$ cat src/rtl/viterbi_channel_bert.sv
// Channel impairment injector and reference-bit BERT that sits between the
// convolutional encoder and the Viterbi decoder.
module viterbi_channel_bert #(
  parameter int SYM_W     = 2,
  parameter int PERIOD_W  = 4,
  parameter int REF_DEPTH = 32,
  parameter int CNT_W     = 16,
  parameter int WINDOW    = 256
) (
  input  logic                clk,
  input  logic                rst,
  input  logic [1:0]          mode_i,
  input  logic [SYM_W-1:0]    flip_mask_i,
  input  logic [PERIOD_W-1:0] period_i,
  input  logic [2:0]          burst_len_i,
  input  logic [7:0]          lfsr_thresh_i,
  input  logic                start_i,
  input  logic                sym_valid_i,
  input  logic [SYM_W-1:0]    sym_i,
  input  logic                ref_bit_i,
  output logic                sym_valid_o,
  output logic [SYM_W-1:0]    sym_o,
  output logic [SYM_W-1:0]    err_inj_o,
  input  logic                dec_valid_i,
  input  logic                dec_bit_i,
  output logic [CNT_W-1:0]    chan_err_ct_o,
  output logic [CNT_W-1:0]    dec_err_ct_o,
  output logic [CNT_W-1:0]    word_ct_o,
  output logic                busy_o,
  output logic                done_o,
  output logic                align_err_o
);

  localparam int          AW      = $clog2(REF_DEPTH);
  localparam logic [AW:0] PTR_ONE = 1;
  localparam logic [31:0] WIN     = 32'(WINDOW);

  typedef enum logic [1:0] {S_IDLE, S_RUN, S_DONE} state_t;

  state_t              r_state;
  logic [PERIOD_W-1:0] r_pcnt;
  logic [2:0]          r_burst;
  logic [15:0]         r_lfsr;
  logic                r_sym_valid;
  logic [SYM_W-1:0]    r_sym;
  logic [SYM_W-1:0]    r_inj;
  logic                r_mem [REF_DEPTH];
  logic [AW:0]         r_wp;
  logic [AW:0]         r_rp;
  logic [CNT_W-1:0]    r_chan;
  logic [CNT_W-1:0]    r_dec;
  logic [CNT_W-1:0]    r_word;
  logic                r_busy;
  logic                r_done;
  logic                r_align;

  logic                w_phit;
  logic                w_hit;
  logic [2:0]          w_blen;
  logic                w_fb;
  logic [SYM_W-1:0]    w_mask;
  logic [CNT_W-1:0]    w_flips;
  logic                w_empty;
  logic                w_full;
  logic                w_bypass;
  logic                w_pop;
  logic                w_push;
  logic                w_cmp;
  logic                w_head;
  logic                w_ovf;
  logic                w_udf;
  logic [CNT_W:0]      w_chan_sum;
  logic [CNT_W-1:0]    w_chan_nx;
  logic [CNT_W-1:0]    w_word_nx;
  logic [CNT_W-1:0]    w_dec_nx;
  logic                w_reach;

  assign w_phit = (r_pcnt == period_i);
  assign w_blen = (burst_len_i == 3'd0) ? 3'd1 : burst_len_i;
  assign w_fb   = r_lfsr[15] ^ r_lfsr[13] ^ r_lfsr[12] ^ r_lfsr[10];

  always_comb begin
    w_hit = 1'b0;
    unique case (mode_i)
      2'b01:   w_hit = w_phit;
      2'b10:   w_hit = (r_lfsr[7:0] < lfsr_thresh_i);
      2'b11:   w_hit = w_phit || (r_burst != 3'd0);
      default: w_hit = 1'b0;
    endcase
  end

  assign w_mask = (sym_valid_i && w_hit) ? flip_mask_i : '0;

  always_comb begin
    w_flips = '0;
    for (int unsigned i = 0; i < SYM_W; i++) w_flips = w_flips + CNT_W'(w_mask[i]);
  end

  // Period counter and LFSR advance on every valid symbol regardless of mode.
  always_ff @(posedge clk or negedge rst) begin
    if (!rst) begin
      r_pcnt      <= '0;
      r_burst     <= '0;
      r_lfsr      <= 16'hACE1;
      r_sym_valid <= 1'b0;
      r_sym       <= '0;
      r_inj       <= '0;
    end else begin
      r_sym_valid <= sym_valid_i;
      r_inj       <= w_mask;
      if (sym_valid_i) begin
        r_sym  <= sym_i ^ w_mask;
        r_pcnt <= w_phit ? '0 : r_pcnt + PERIOD_W'(1);
        r_lfsr <= {r_lfsr[14:0], w_fb};
        if (mode_i == 2'b11)
          r_burst <= w_phit ? (w_blen - 3'd1) : ((r_burst != 3'd0) ? r_burst - 3'd1 : 3'd0);
      end
    end
  end

  assign w_empty = (r_wp == r_rp);
  assign w_full  = (r_wp[AW] != r_rp[AW]) && (r_wp[AW-1:0] == r_rp[AW-1:0]);
  // An empty FIFO with a simultaneous push compares against the incoming bit.
  assign w_bypass = dec_valid_i && w_empty && sym_valid_i;
  assign w_pop    = dec_valid_i && !w_empty;
  assign w_cmp    = w_pop || w_bypass;
  assign w_head   = w_empty ? ref_bit_i : r_mem[r_rp[AW-1:0]];
  assign w_push   = sym_valid_i && !w_bypass && (!w_full || w_pop);
  assign w_ovf    = sym_valid_i && w_full && !dec_valid_i;
  assign w_udf    = dec_valid_i && w_empty && !sym_valid_i;

  always_ff @(posedge clk or negedge rst) begin
    if (!rst) begin
      r_wp <= '0;
      r_rp <= '0;
    end else begin
      if (w_push) r_wp <= r_wp + PTR_ONE;
      if (w_pop)  r_rp <= r_rp + PTR_ONE;
    end
  end

  always_ff @(posedge clk) begin
    if (w_push) r_mem[r_wp[AW-1:0]] <= ref_bit_i;
  end

  assign w_chan_sum = {1'b0, r_chan} + {1'b0, w_flips};
  assign w_chan_nx  = w_chan_sum[CNT_W] ? '1 : w_chan_sum[CNT_W-1:0];
  assign w_word_nx  = (&r_word) ? r_word : r_word + CNT_W'(1);
  assign w_dec_nx   = ((w_head != dec_bit_i) && !(&r_dec)) ? r_dec + CNT_W'(1) : r_dec;
  assign w_reach    = (32'(r_word) + 32'd1) == WIN;

  always_ff @(posedge clk or negedge rst) begin
    if (!rst) begin
      r_state <= S_IDLE;
      r_chan  <= '0;
      r_dec   <= '0;
      r_word  <= '0;
      r_busy  <= 1'b0;
      r_done  <= 1'b0;
      r_align <= 1'b0;
    end else begin
      unique case (r_state)
        S_RUN: begin
          if (sym_valid_i) r_chan <= w_chan_nx;
          if (w_cmp) begin
            r_word <= w_word_nx;
            r_dec  <= w_dec_nx;
            if (w_reach) begin
              r_state <= S_DONE;
              r_busy  <= 1'b0;
              r_done  <= 1'b1;
            end
          end
        end
        default: begin
          if (start_i) begin
            r_state <= S_RUN;
            r_chan  <= '0;
            r_dec   <= '0;
            r_word  <= '0;
            r_busy  <= 1'b1;
            r_done  <= 1'b0;
            r_align <= 1'b0;
          end
        end
      endcase
      if (w_ovf || w_udf) r_align <= 1'b1;
    end
  end

  assign sym_valid_o   = r_sym_valid;
  assign sym_o         = r_sym;
  assign err_inj_o     = r_inj;
  assign chan_err_ct_o = r_chan;
  assign dec_err_ct_o  = r_dec;
  assign word_ct_o     = r_word;
  assign busy_o        = r_busy;
  assign done_o        = r_done;
  assign align_err_o   = r_align;

endmodule

$ cat config.mk
export PLATFORM = sky130hd
export DESIGN_NAME = viterbi_channel_bert
export DESIGN_NICKNAME = d
export VERILOG_FILES = /design/src/rtl/viterbi_channel_bert.sv
export SDC_FILE = /design/constraint.sdc
export NUM_CORES = 1
export LEC_CHECK = 0
export BUFFER_PORTS_ARGS = -buffer_cell sky130_fd_sc_hd__buf_4
export CAP_MARGIN = 20
export CORE_ASPECT_RATIO = 0.7
export CORE_MARGIN = 2
export CORE_UTILIZATION = 45
export CTS_CLUSTER_DIAMETER = 60
export CTS_CLUSTER_SIZE = 12
export DETAILED_ROUTE_END_ITERATION = 10
export GPL_ROUTABILITY_DRIVEN = 0
export GPL_TIMING_DRIVEN = 0
export HOLD_SLACK_MARGIN = 0.06
export SLEW_MARGIN = 5
export SYNTH_ARGS = -nofsm -noshare
export SYNTH_HDL_FRONTEND = slang
export SYNTH_SLANG_ARGS = --single-unit
$ cat constraint.sdc
create_clock -name clk -period 4.17 [get_ports clk]
set_clock_uncertainty 0.05 [all_clocks]
set_input_delay 0.2085 -clock clk [delete_from_list [all_inputs] [get_ports clk]]
set_output_delay 0.2085 -clock clk [all_outputs]
set_load 0.02 [all_outputs]
**Word level (Yosys, flattened, before mapping)**

Memories as Yosys holds them, arrays and structs flattened.
Index checks and enable logic that the tools add are counted.

- Register bits: 93
- Latch bits: 0
- RAM bits: 32
- ROM bits: 0
- Input bits: 28
- Output and inout port bits: 56
- Word-level logic and storage cells: 113
- Memories kept: 1

Memories:

| memory | depth | bits a word | rd ports | clocked after Yosys merged registers in | wr ports | line | RTL |
|---|---|---|---|---|---|---|---|
| r_mem | 32 | 1 | 1 | 0 | 1 | 47 | `logic r_mem [REF_DEPTH];` |

- Add/subtract/negate cells: 10
- Multipliers: 0
- Divide/modulo/power cells: 0
- Order comparisons: 1
- Equality and inequality tests: 16
- Shifts and indexed selects: 0
- Mux-type cells: 33
- Bitwise gates (word level): 4
- Reductions and logical operators: 33

Operators by type and width:

| kind | number |
|---|---|
| $mux W16 | 10 |
| $add A16 B1 Y16 const B | 2 |
| $reduce_and A16 Y1 | 2 |
| $add A16 B1 Y17 const B | 1 |
| $add A16 B2 Y17 | 1 |
| $eq A17 B9 Y1 const B | 1 |
| $mux W1 | 13 |
| $add A6 B1 Y6 const B | 2 |
| $ne A2 B2 Y1 const B | 6 |
| $logic_and A1 B1 Y1 | 11 |
| $mux W2 | 5 |
| $mux W3 | 3 |
| $reduce_and A3 Y1 | 3 |
| $lt A8 B8 Y1 | 1 |
| $eq A6 B6 Y1 | 1 |
| $logic_not A1 Y1 | 6 |
| $reduce_and A2 Y1 | 3 |
| $sub A3 B1 Y3 const B | 2 |
| $eq A5 B5 Y1 | 1 |
| $add A4 B1 Y4 const B | 1 |
| $eq A2 B1 Y1 const B | 2 |
| $eq A2 B2 Y1 const B | 2 |
| $eq A4 B4 Y1 | 1 |
| $logic_or A1 B1 Y1 | 4 |
| other kinds (9) | 13 |

**Depth between registers and ports, before layout**

Gate-level depths: netlist of the first run.

- Depth after elaboration: 10
- Gate-level depth with buffers: 20
- Depth with buffers taken out: 18

**Worst setup path after synthesis of the first run**

OpenSTA, ideal clock, no wires.

- Kind: reg-to-reg
- Start point: register r_pcnt[1]
- End point: register r_chan[13], in the netlist chan_err_ct_o[13]
- Setup time: 99 ps
- Arrival: 3281 ps
- Data required time: 4021 ps
- Setup slack: 739 ps
- Cell stages (with the launch flop): 17
- Buffers on the path: 2
- Path through: dfrtp_1 > xor2_1 > nor4_1 > nand2_1 > and2_1 > nand2_1 > nand3_1 > fa_1 > inv_1 > ha_1 > nand3_1 > nor2_1 > nand4_1 > or3_1 > clkbuf_1 > clkbuf_1 > a311oi_1

- Word-level cells in the longest chain between the ends: 10

RTL lines:

| element | line | RTL |
|---|---|---|
| start: declaration | 41 | `logic [PERIOD_W-1:0] r_pcnt;` |
| start signal: assignment | 113 | `r_pcnt <= w_phit ? '0 : r_pcnt + PERIOD_W'(1);` |
| $eq A4 B4 Y1 (*) | 78 | `assign w_phit = (r_pcnt == period_i);` |
| $logic_or A1 B1 Y1 | 87 | `2'b11: w_hit = w_phit \|\| (r_burst != 3'd0);` |
| $pmux W1 S3 (*) | 84 | `unique case (mode_i)` |
| $logic_and A1 B1 Y1 (*) | 92 | `assign w_mask = (sym_valid_i && w_hit) ? flip_mask_i : '0;` |
| $mux W2 (*) | 92 |  |
| $add A1 B1 Y2 (*) | 96 | `for (int unsigned i = 0; i < SYM_W; i++) w_flips = w_flips + CNT_W'(w_mask[i]);` |
| $add A16 B2 Y17 (*) | 146 | `assign w_chan_sum = {1'b0, r_chan} + {1'b0, w_flips};` |
| $mux W16 (*) | 147 | `assign w_chan_nx = w_chan_sum[CNT_W] ? '1 : w_chan_sum[CNT_W-1:0];` |
| $mux W16 (*) | 164 | `if (sym_valid_i) r_chan <= w_chan_nx;` |
| $mux W16 (*) | 162 | `unique case (r_state)` |
| end signal: assignment | 164 |  |
| end: declaration | 50 | `logic [CNT_W-1:0] r_chan;` |

Every way passes the cells marked *; elsewhere a longest branch is shown, timed or not. The select of a mux whose other input is x is not followed.
A chain may end at the register's enable or synchronous reset.

**Worst setup path in the final report of the first run**

- Start point: register r_lfsr[1]
- End point: register r_chan[13], in the netlist chan_err_ct_o[13]

- Word-level cells in the longest chain between the ends: 9

RTL lines:

| element | line | RTL |
|---|---|---|
| start: declaration | 43 | `logic [15:0] r_lfsr;` |
| start signal: assignment | 114 | `r_lfsr <= {r_lfsr[14:0], w_fb};` |
| $lt A8 B8 Y1 | 86 | `2'b10: w_hit = (r_lfsr[7:0] < lfsr_thresh_i);` |
| $pmux W1 S3 | 84 |  |
| $logic_and A1 B1 Y1 | 92 |  |
| $mux W2 | 92 |  |
| $add A1 B1 Y2 | 96 |  |
| $add A16 B2 Y17 | 146 |  |
| $mux W16 | 147 |  |
| $mux W16 | 164 |  |
| $mux W16 | 162 |  |

Every way passes these cells. The select of a mux whose other input is x is not followed.

==> flow_metrics.env, run 1 <==
export IMPL_yosys_warnings=0
export IMPL_period_share_pct=92.5
export IMPL_synthMostInstantiatedCell="dfrtp_1"
export IMPL_ys_ff_latch=123
export IMPL_synth_enable_flop_cells=32
export IMPL_power_combinational_fraction_pct=38.1
export IMPL_grt_setup_unrepaired="false"
export IMPL_pwr_density_cell_mw_per_mm2=642
export IMPL_combined_area_of_all_synthesized_cells_mm2=0.00678
export IMPL_area_growth_syn_to_layout_pct=23.0
export IMPL_ant_nets=0
export IMPL_launching_element_type_of_the_critical_path="register"
export IMPL_number_of_top_level_pins=84
export IMPL_maxSlewHeadroom_pct=59.5
export IMPL_timing_critical_path_max_delay_family="compound AO/OA/AOI/OAI gates"
export IMPL_clock_transition_at_path_regs_ns=0.06
export IMPL_h_tree_depth=4
export IMPL_wl_per_cell_um=16.5
export IMPL_crit_chain="ha_1, a21o_1, a21o_1, a21oi_1, o21ai_0, nand2_1, nand3_1, fa_1, inv_1, ha_1, nand3_1, nor2_1, nand4_1, or3_1, clkbuf_1, buf_2, a311oi_1"
export IMPL_tightestPinTransition_ns=0.607
export IMPL_die_area_mm2=0.0161
export IMPL_switching_share_pct=36.7
export IMPL_grt_pass1_vias=5203
export IMPL_grt_pass1_wl_um=26700
export IMPL_fin_crit_ns=3.86
export IMPL_critPathBufInv=3
export IMPL_power_leakage_nw=3.58
export IMPL_cts_sinks=123
export IMPL_tritoncts="done"
export IMPL_worstPathArrival_ns=4.13
export IMPL_p_clk_share_pct=27.1
export IMPL_die_width_um=151
export IMPL_cts_made_buffers=17
export IMPL_syn_area_per_cell_um2=10.3
export IMPL_critical_path_fanouts_max=10
export IMPL_critPathKind="register to register"
export IMPL_grt_antenna_before_repair=0
export IMPL_synth_top_flop_cell="dfrtp_1"
export IMPL_insertedDiodeCount=0
export IMPL_final_setup_vio_count=0
export IMPL_initial_standard_cell_utilization_of_the_core_pct=46.0
export IMPL_dpl_hpwl_um=11500
export IMPL_synth_top_cells_by_area="dfrtp_1 31%, edfxtp_1 14%, nor2_1 3.6%, ha_1 3.5%, dfstp_2 3.1%"
export IMPL_post_layout_nonfiller_instances=978
export IMPL_cts_repair_timing_setup_buffer_count=0
export IMPL_yosysSeqAreaShare_pct=47.9
export IMPL_number_of_library_cell_types_mapped_by_synthesis=62
export IMPL_async_flop_share_pct=74.0
export IMPL_num_vias=5330
export IMPL_syn_nets=709
export IMPL_clk_insertion_delay_late_ns=0.42
export IMPL_yosysTopAreaCell="dfrtp_1"
export IMPL_cts_root_buf="clkbuf_16"
export IMPL_fp_coreArea_mm2=0.0147
export IMPL_max_vdd_ir_drop_v=0.000332
export IMPL_timing_critical_path_slowest_cell_delay_ns=0.45
export IMPL_final_hold_violation_count=0
export IMPL_run_status="finished, final reports clean"
export IMPL_drtIter0Drc=401
export IMPL_worstSetupEndpointType="register"
export IMPL_floorplan_rows=37
export IMPL_dpl_cell_count=940
export IMPL_post_synth_inst_count=661
export IMPL_timing_max_transition_violations_final=0
export IMPL_seqPwrFrac_pct=34.8
export IMPL_required_arrival_time_at_the_worst_endpoint_ns=4.44
export IMPL_grt_overflow_total=0
export IMPL_synth_top_cell_area_share_pct=30.6
export IMPL_net_switching_power_mw=1.96
export IMPL_ys_top_cells_by_count="83 x dfrtp_1, 65 x nor2_1, 54 x nand2_1, 39 x o21ai_0, 34 x a21oi_1"
export IMPL_grt_start_max_net_pins=68
export IMPL_clk_path_buf_depth=2
export IMPL_postRouteWirelength_um=16100
export IMPL_max_clock_freq_ghz=0.259
export IMPL_floorplan_die_height_um=107
export IMPL_internal_power_mw=3.39
export IMPL_setup_total_negative_slack_ns=0
export IMPL_post_route_cells_drive_above_1_share_pct=23.0
export IMPL_crit_path_top_delay_cell="fa_1"
export IMPL_layout_nets=818
export IMPL_vias_per_cell=5.45
export IMPL_placedInstanceArea_mm2=0.00767
export IMPL_buffer_ports_inserted=83
export IMPL_hold_class="input pin to register"
export IMPL_drc_errors=0
export IMPL_timing_max_cap_violations=0
export IMPL_gr_usage_all_layers_pct=21.3
export IMPL_summed_area_of_non_filler_cells_in_the_final_layout_mm2=0.00833
export IMPL_drtPass1Iterations=5
-- final timing paths --
path / slack [ns] / to / depth (start not counted) / from
worst min register to register: 0.45 / r_lfsr[9]$_DFFE_PN0P_ / 1 / r_lfsr[8]$_DFFE_PN0P_
worst max-delay path: 0.31 / chan_err_ct_o[13]$_DFFE_PN0P_ / 17 / r_lfsr[1]$_DFFE_PN0P_
min in group asynchronous: 0.21 / r_burst[2]$_DFFE_PN0P_ / 2 / rst
worst min-delay path: 0.15 / r_burst[0]$_DFFE_PN0P_ / 4 / burst_len_i[0]
worst max register to register: 0.31 / chan_err_ct_o[13]$_DFFE_PN0P_ / 17 / r_lfsr[1]$_DFFE_PN0P_
max in group asynchronous: 3.18 / r_lfsr[11]$_DFFE_PN1P_ / 3 / rst
-- worst min-delay path, stage by stage --
cell and delay [ns]:
buf_4 0.08, nor2_1 0.05, a21oi_1 0.14, o21ai_0 0.09
-- registers in the layout (all words and copies together) (netlist names), 2 cells and up --
signal         flops
word_ct_o         16
r_pcnt             4
err_inj_o          2
dec_err_ct_o      16
r_wp               6
chan_err_ct_o     16
r_lfsr            16
r_mem             32
r_rp               6
sym_o              2
r_burst            3
r_state            2
-- layout by cell type, fill, tap and decap left out, types with 9 or more instances in the layout --
master / n
buf_4: 83
o21ai_0: 39
xor2_1: 9
clkbuf_1: 25
nand3_1: 33
a2bb2oi_2: 10
mux2_2: 18
nand2_1: 54
edfxtp_1: 32
a21boi_0: 9
clkbuf_16: 17
a21oi_1: 34
inv_1: 30
nor2_1: 65
ha_1: 19
dfrtp_1: 83
and3_1: 10
nor3_1: 17
xnor2_1: 17
mux2i_1: 17
nand4_1: 13
-- metrics by stage --
stage / setup slack (ns) / hold slack, ns / power (mW) / utilization [%]
finish: 0.314 / 0.146 / 5.35 / 56.6
global route: 0.0367 / 0.154 / 5.71 / 56.6
CTS: 0.0310 / 0.120 / 5.40 / 56.6
detailed placement: 0.0317 / 0.0974 / 3.92 / 52.1
global placement: 0.0810 / 0.278 / 3.85 / 51.9
floorplan: 0.739 / -0.137 / 3.29 / -
-- routing by layer --
| layer | vias up | global-route usage, % | wire length [µm] |
|---|---|---|---|
| met4 | 0 | 6.41 | 186 |
| met5 | - | 0 | 0 |
| met3 | 13 | 5.49 | 988 |
| li1 | 2611 | - | - |
| met1 | 2553 | 31.6 | 8040 |
| met2 | 153 | 30.5 | 6870 |
-- logic make-up after synthesis --
| family | share of synthesized area (%) |
|---|---|
| buffers and inverters | 4.23 |
| AND/OR/NAND/NOR | 18.6 |
| multiplexers | 7.00 |
| AO/OA/AOI/OAI | 14.4 |
| adder cells (fa/ha/maj) | 3.80 |
| XOR/XNOR | 4.01 |
| flip-flops | 47.9 |
-- timing repair --
item | 4_1_cts | 5_1_grt
endpoints found under the setup margin | 0 | 15
resized for setup | 0 | 6
endpoints found under the hold margin | 80 | 0
hold buffers | 7 | 0
-- final cells by class --
class | count | area, µm²
Buffer | 34 | 173
Timing Repair Buffer | 91 | 721
Multi-Input combinational cell | 473 | 3250
Clock inverter | 6 | 57.6
Clock buffer | 26 | 529
Fill cell | 1287 | 6390
Tap cell | 195 | 244
Sequential cell | 123 | 3250
Inverter | 30 | 113
-- power groups by stage --
stage	Combinational [mW]	Sequential (mW)	Clock, mW
after global placement	1.99	1.86	0
final	2.04	1.86	1.45
after detailed placement	2.04	1.88	0
after floorplan	1.37	1.92	0
after CTS	2.06	1.86	1.48
after global routing	2.25	1.92	1.54
Power figures use the tool's default switching activity.
==> inputs of run 2 (changes only) <==
Clock period 4.17 ns to 4.1 ns, I/O delays scaled along.
==> run 2 against run 1 <==
Clock-buffer cell count unchanged. Total power up 2.0%. Clock power about the same. Wire length up 0.30%. Critical path depth unchanged. Die area unchanged. Register-to-register slack worse by 0.03 ns. Worst hold slack worse by 0.0038 ns. Cell count unchanged. Via count up 0.30%. Utilization up 0.076 points. Critical endpoint unchanged. Largest power group unchanged.
==> flow_metrics.env, run 2 (same netlist as run 1, synthesis figures left out) <==
export IMPL_cts_sinks=123
export IMPL_area_used_by_multi_input_combinational_logic_mm2=0.00326
export IMPL_floorplan_rows=37
export IMPL_die_area_mm2=0.0161
export IMPL_summed_area_of_non_filler_cells_in_the_final_layout_mm2=0.00835
export IMPL_layout_nets=818
export IMPL_initial_standard_cell_utilization_of_the_core_pct=46.0
export IMPL_grt_start_max_net_pins=68
export IMPL_post_layout_nonfiller_instances=978
export IMPL_hold_class="input pin to register"
export IMPL_clock_transition_at_path_regs_ns=0.06
export IMPL_period_share_pct=93.0
export IMPL_tightestPinTransition_ns=0.599
export IMPL_dpl_hpwl_um=11500
export IMPL_final_setup_vio_count=0
export IMPL_fin_crit_ns=3.81
export IMPL_pwr_density_cell_mw_per_mm2=654
export IMPL_maxSlewHeadroom_pct=60.1
export IMPL_number_of_top_level_pins=84
export IMPL_net_switching_power_mw=2.01
export IMPL_placedInstanceArea_mm2=0.00767
export IMPL_finalCoreUtilization_pct=56.7
export IMPL_drtPass1Iterations=5
export IMPL_grt_overflow_total=0
export IMPL_area_sequential_mm2=0.00325
export IMPL_p_clk_share_pct=27.0
export IMPL_buffer_ports_inserted=83
export IMPL_setup_total_negative_slack_ns=0
export IMPL_run_status="finished, final reports clean"
export IMPL_dpl_cell_count=940
export IMPL_power_combinational_fraction_pct=38.2
export IMPL_power_leakage_nw=3.58
export IMPL_max_vdd_ir_drop_v=0.000337
export IMPL_leading_cell_types_in_the_layout_fill_and_taps_excluded="83 x dfrtp_1, 83 x buf_4, 65 x nor2_1, 54 x nand2_1, 38 x o21ai_0"
export IMPL_timing_max_cap_violations=0
export IMPL_drc_errors=0
export IMPL_critical_path_fanouts_max=10
export IMPL_critPathKind="register to register"
export IMPL_insertedDiodeCount=0
export IMPL_tritoncts="done"
export IMPL_clk_path_buf_depth=2
export IMPL_final_hold_violation_count=0
export IMPL_vias_per_cell=5.47
export IMPL_gr_usage_all_layers_pct=21.3
export IMPL_crit_chain="ha_1, a21o_1, a21o_1, a21oi_1, o21ai_1, nand2_1, nand3_1, fa_1, inv_1, ha_1, nand3_1, nor2_1, nand4_1, or3_1, clkbuf_1, clkbuf_4, a311oi_1"
export IMPL_postRouteWirelength_um=16100
export IMPL_timing_max_transition_violations_final=0
export IMPL_max_clock_freq_ghz=0.262
export IMPL_ant_nets=0
export IMPL_cts_root_buf="clkbuf_16"
export IMPL_h_tree_depth=4
export IMPL_clk_insertion_delay_late_ns=0.42
export IMPL_worstSetupEndpointType="register"
export IMPL_grt_antenna_before_repair=0
export IMPL_fp_coreArea_mm2=0.0147
export IMPL_drtIter0Drc=398
export IMPL_area_growth_syn_to_layout_pct=23.1
export IMPL_num_fill_cells=1287
export IMPL_required_arrival_time_at_the_worst_endpoint_ns=4.37
export IMPL_fin_total_pwr_mw=5.46
export IMPL_seqPwrFrac_pct=34.7
export IMPL_post_route_cells_drive_above_1_share_pct=23.0
export IMPL_largest_register_ff_count=32
export IMPL_floorplan_die_height_um=107
export IMPL_launching_element_type_of_the_critical_path="register"
export IMPL_timing_critical_path_slowest_cell_delay_ns=0.45
export IMPL_switching_share_pct=36.8
export IMPL_grt_pass1_wl_um=26700
export IMPL_cts_made_buffers=17
export IMPL_worstPathArrival_ns=4.09
export IMPL_die_width_um=151
export IMPL_num_vias=5346
export IMPL_wl_per_cell_um=16.5
export IMPL_grt_pass1_vias=5221
export IMPL_internal_power_mw=3.45
export IMPL_grt_setup_unrepaired="false"
export IMPL_crit_path_top_delay_cell="fa_1"
[run 2: cell count changes in the layout (fill, tap and decap cells not counted)]
cell      delta
o21ai_1      +1
nor4_4       +1
buf_2        -1
clkbuf_4     +1
nor4_2       -1
o21ai_0      -1
[run 2: cell type report]
cell class	count	share of cell area, %
multi-input cells	473	39.0
repair buffers	91	8.64
well taps	195	2.92
clock inverters	6	0.690
clock buffers	26	6.34
plain buffers	34	2.10
flip-flops and latches	123	38.9
inverters	30	1.35
[run 2: power groups by stage]
stage                     Sequential, mW  Clock, mW  Combinational, mW
after detailed placement            1.91          0               2.08
after global routing                1.95       1.57               2.30
final                               1.89       1.48               2.09
after floorplan                     1.95          0               1.39
after global placement              1.89          0               2.02
after CTS                           1.89       1.50               2.10
[run 2: metal layers]
| layer | vias up | part of all wire, % | global-route usage, % |
|---|---|---|---|
| li1 | 2609 | - | - |
| met1 | 2576 | 50 | 31.7 |
| met2 | 144 | 43 | 30.5 |
| met3 | 17 | 5.8 | 5.49 |
| met4 | 0 | 1.3 | 6.41 |
| met5 | - | 0 | 0 |
[run 2: what timing repair did]
action,4_1_cts,5_1_grt
hold buffers,7,0
endpoints found under the hold margin,88,0
setup endpoints to repair,4,15
buffers inserted,0,0
resized for setup,1,8
[run 2: worst paths after layout]
| kind | startpoint | endpoint | slack [ns] | depth (start not counted) |
|---|---|---|---|---|
| max | r_lfsr[1]$_DFFE_PN0P_ | chan_err_ct_o[13]$_DFFE_PN0P_ | 0.29 | 17 |
| min | burst_len_i[0] | r_burst[0]$_DFFE_PN0P_ | 0.14 | 4 |
| max reg2reg | r_lfsr[1]$_DFFE_PN0P_ | chan_err_ct_o[13]$_DFFE_PN0P_ | 0.29 | 17 |
| max in group asynchronous | rst | r_lfsr[11]$_DFFE_PN1P_ | 3.12 | 3 |
| min in group asynchronous | rst | r_burst[2]$_DFFE_PN0P_ | 0.21 | 2 |
| min reg2reg | r_lfsr[8]$_DFFE_PN0P_ | r_lfsr[9]$_DFFE_PN0P_ | 0.45 | 1 |
[run 2: per-stage QoR]
| stage | hold WS [ns] | worst slack [ns] |
|---|---|---|
| after global placement | 0.275 | 0.0110 |
| after detailed placement | 0.0939 | -0.0383 |
| after floorplan | -0.141 | 0.669 |
| after CTS | 0.117 | 0.0148 |
| final | 0.142 | 0.287 |
| after global routing | 0.150 | 0.0271 |
[run 2: worst max-delay path: cells and delay by family, from the launching register on]
| family | cells | cell delay (ns) |
|---|---|---|
| AND/OR/NAND/NOR | 6 | 0.95 |
| AO/OA/AOI/OAI | 5 | 0.92 |
| adder cells (fa/ha/maj) | 3 | 0.89 |
| flip-flops | 1 | 0.40 |
| buffers and inverters | 3 | 0.50 |
==> inputs of run 3 (changes only) <==
Settings changed: CORE_UTILIZATION 45 to 35.
Clock period 4.1 ns to 3.8 ns, I/O delays scaled along.
==> run 3 against run 2 <==
Cell count up 4.9%. Critical path depth down 2. Die area rose by 28%. Wire length decreased by 0.12%. Clock-buffer cell count is 4 lower. Sequential share of layout area fell by 0.43 points. Critical endpoint is now chan_err_ct_o[15]$_DFFE_PN0P_. Design area grew 1.1%. Global-route usage down 4.8 points. Sequential power is 9% higher. Total power increased by 9.7%.
==> flow_metrics.env, run 3 (same netlist as run 1, synthesis figures left out) <==
export IMPL_largest_register_ff_count=32
export IMPL_grt_pass1_wl_um=26500
export IMPL_max_vdd_ir_drop_v=0.000319
export IMPL_seqPwrFrac_pct=34.4
export IMPL_grt_overflow_total=0
export IMPL_die_width_um=170
export IMPL_max_clock_freq_ghz=0.284
export IMPL_met3RoutedLength_um=887
export IMPL_grt_pass1_vias=4948
export IMPL_mostFrequentLayoutCell="buf_4"
export IMPL_maxSlewHeadroom_pct=49.5
export IMPL_worstPathArrival_ns=3.78
export IMPL_setup_total_negative_slack_ns=0
export IMPL_summed_area_of_non_filler_cells_in_the_final_layout_mm2=0.00844
export IMPL_clk_insertion_delay_late_ns=0.42
export IMPL_timing_max_transition_violations_final=0
export IMPL_finalCoreUtilization_pct=44.6
export IMPL_floorplan_die_height_um=120
export IMPL_post_route_worst_setup_slack_ns=0.279
export IMPL_post_layout_nonfiller_instances=1026
export IMPL_tritoncts="done"
export IMPL_timing_max_cap_violations=0
export IMPL_h_tree_depth=4
export IMPL_tightestPinTransition_ns=0.758
export IMPL_area_growth_syn_to_layout_pct=24.5
export IMPL_cts_root_buf="clkbuf_16"
export IMPL_met2_wirelength_um=6310
export IMPL_final_setup_vio_count=0
export IMPL_gr_usage_all_layers_pct=16.5
export IMPL_placedInstanceArea_mm2=0.00772
export IMPL_grt_antenna_before_repair=0
export IMPL_wl_per_cell_um=15.7
export IMPL_leading_cell_types_in_the_layout_fill_and_taps_excluded="84 x buf_4, 83 x dfrtp_1, 64 x nor2_1, 54 x nand2_1, 38 x o21ai_0"
export IMPL_power_combinational_fraction_pct=37.8
export IMPL_fp_coreArea_mm2=0.0189
export IMPL_final_hold_violation_count=0
export IMPL_launching_element_type_of_the_critical_path="register"
export IMPL_power_leakage_nw=3.58
export IMPL_pwr_density_cell_mw_per_mm2=709
export IMPL_drtPass1Iterations=5
export IMPL_cts_repair_timing_setup_buffer_count=0
export IMPL_number_of_top_level_pins=84
export IMPL_net_switching_power_mw=2.19
export IMPL_fin_total_pwr_mw=5.98
export IMPL_cts_made_buffers=17
export IMPL_post_route_cells_drive_above_1_share_pct=22.8
export IMPL_floorplan_rows=42
export IMPL_cts_sinks=123
export IMPL_insertedDiodeCount=0
export IMPL_die_area_mm2=0.0205
export IMPL_run_status="finished, final reports clean"
export IMPL_postRouteWirelength_um=16100
export IMPL_fin_crit_ns=3.52
export IMPL_dpl_hpwl_um=11200
export IMPL_drtIter0Drc=444
export IMPL_required_arrival_time_at_the_worst_endpoint_ns=4.06
export IMPL_hold_class="input pin to register"
export IMPL_vias_per_cell=5.15
export IMPL_switching_share_pct=36.5
export IMPL_buffer_ports_inserted=83
export IMPL_period_share_pct=92.7
export IMPL_ant_nets=0
export IMPL_grt_start_max_net_pins=58
export IMPL_wirelength_met1_um=8690
export IMPL_top_layer="met4"
export IMPL_num_vias=5286
export IMPL_layout_nets=819
export IMPL_critPathKind="register to register"
export IMPL_drc_errors=0
export IMPL_clock_transition_at_path_regs_ns=0.05
export IMPL_p_clk_share_pct=27.8
export IMPL_critical_path_fanouts_max=5
export IMPL_dpl_cell_count=987
export IMPL_fin_hold_ws_ns=0.0755
export IMPL_clk_path_buf_depth=2
export IMPL_internal_power_mw=3.80
export IMPL_initial_standard_cell_utilization_of_the_core_pct=35.8
export IMPL_post_place_ws_ns=-0.182
export IMPL_worstSetupEndpointType="register"
[run 3: changes by cell type in the layout (fill, tap and decap cells not counted), moves of 2 or more]
| cell | previous run | this run |
|---|---|---|
| dlygate4sd3_1 | 7 | 9 |
| clkbuf_1 | 25 | 28 |
| clkbuf_8 | 7 | 0 |
| clkinv_1 | 0 | 2 |
| bufinv_16 | 1 | 4 |
[run 3: what timing repair did]
item	in CTS	in global routing
setup endpoints to repair	10	16
hold endpoints to repair	57	0
pin swaps	0	1
hold buffers	9	0
resized for setup	3	9
[run 3: power by group through the flow]
stage / logic, mW / clock network, mW / registers [mW]
floorplan: 1.50 / 0 / 2.10
global placement: 2.19 / 0 / 2.07
detailed placement: 2.22 / 0 / 2.07
CTS: 2.25 / 1.69 / 2.05
global route: 2.50 / 1.75 / 2.11
finish: 2.26 / 1.66 / 2.06
[run 3: cell type report]
cell class                 count  area, µm²
multi-input combinational    473       3280
sequential                   123       3250
timing repair buffer          93        733
fill                        1819      10500
tap                          242        303
clock buffer                  22        444
inverter                      30        113
buffer                        33        170
clock inverter                10        148
[run 3: worst max-delay path: stages, from the launching register on]
cell     delay, ns
dfrtp_1       0.39
ha_1          0.28
a21o_1        0.16
a21o_1        0.18
a21oi_2       0.15
o21ai_1       0.12
nand2_1       0.14
nand3_1       0.13
fa_1          0.45
and3b_1       0.27
nand3_1       0.12
or2_2         0.35
nor2_2        0.21
and3_1        0.21
nand3_1       0.08
o211a_1       0.13
[run 3: path summary, 6_finish.rpt]
check	cells past startpoint	from	slack, ns	endpoint
min in group asynchronous	2	rst	0.32	dec_err_ct_o[11]$_DFFE_PN0P_
max in group asynchronous	3	rst	2.65	r_lfsr[6]$_DFFE_PN1P_
max reg2reg	15	r_lfsr[1]$_DFFE_PN0P_	0.28	chan_err_ct_o[15]$_DFFE_PN0P_
min reg2reg	2	align_err_o$_DFFE_PN0P_	0.43	align_err_o$_DFFE_PN0P_
max	15	r_lfsr[1]$_DFFE_PN0P_	0.28	chan_err_ct_o[15]$_DFFE_PN0P_
min	4	burst_len_i[0]	0.08	r_burst[0]$_DFFE_PN0P_
[run 3: layer usage]
layer,global-route usage [%],vias to the layer above
met5,0,-
met4,5.93,0
met3,4.26,22
met2,21.7,150
met1,25.7,2516
li1,-,2598
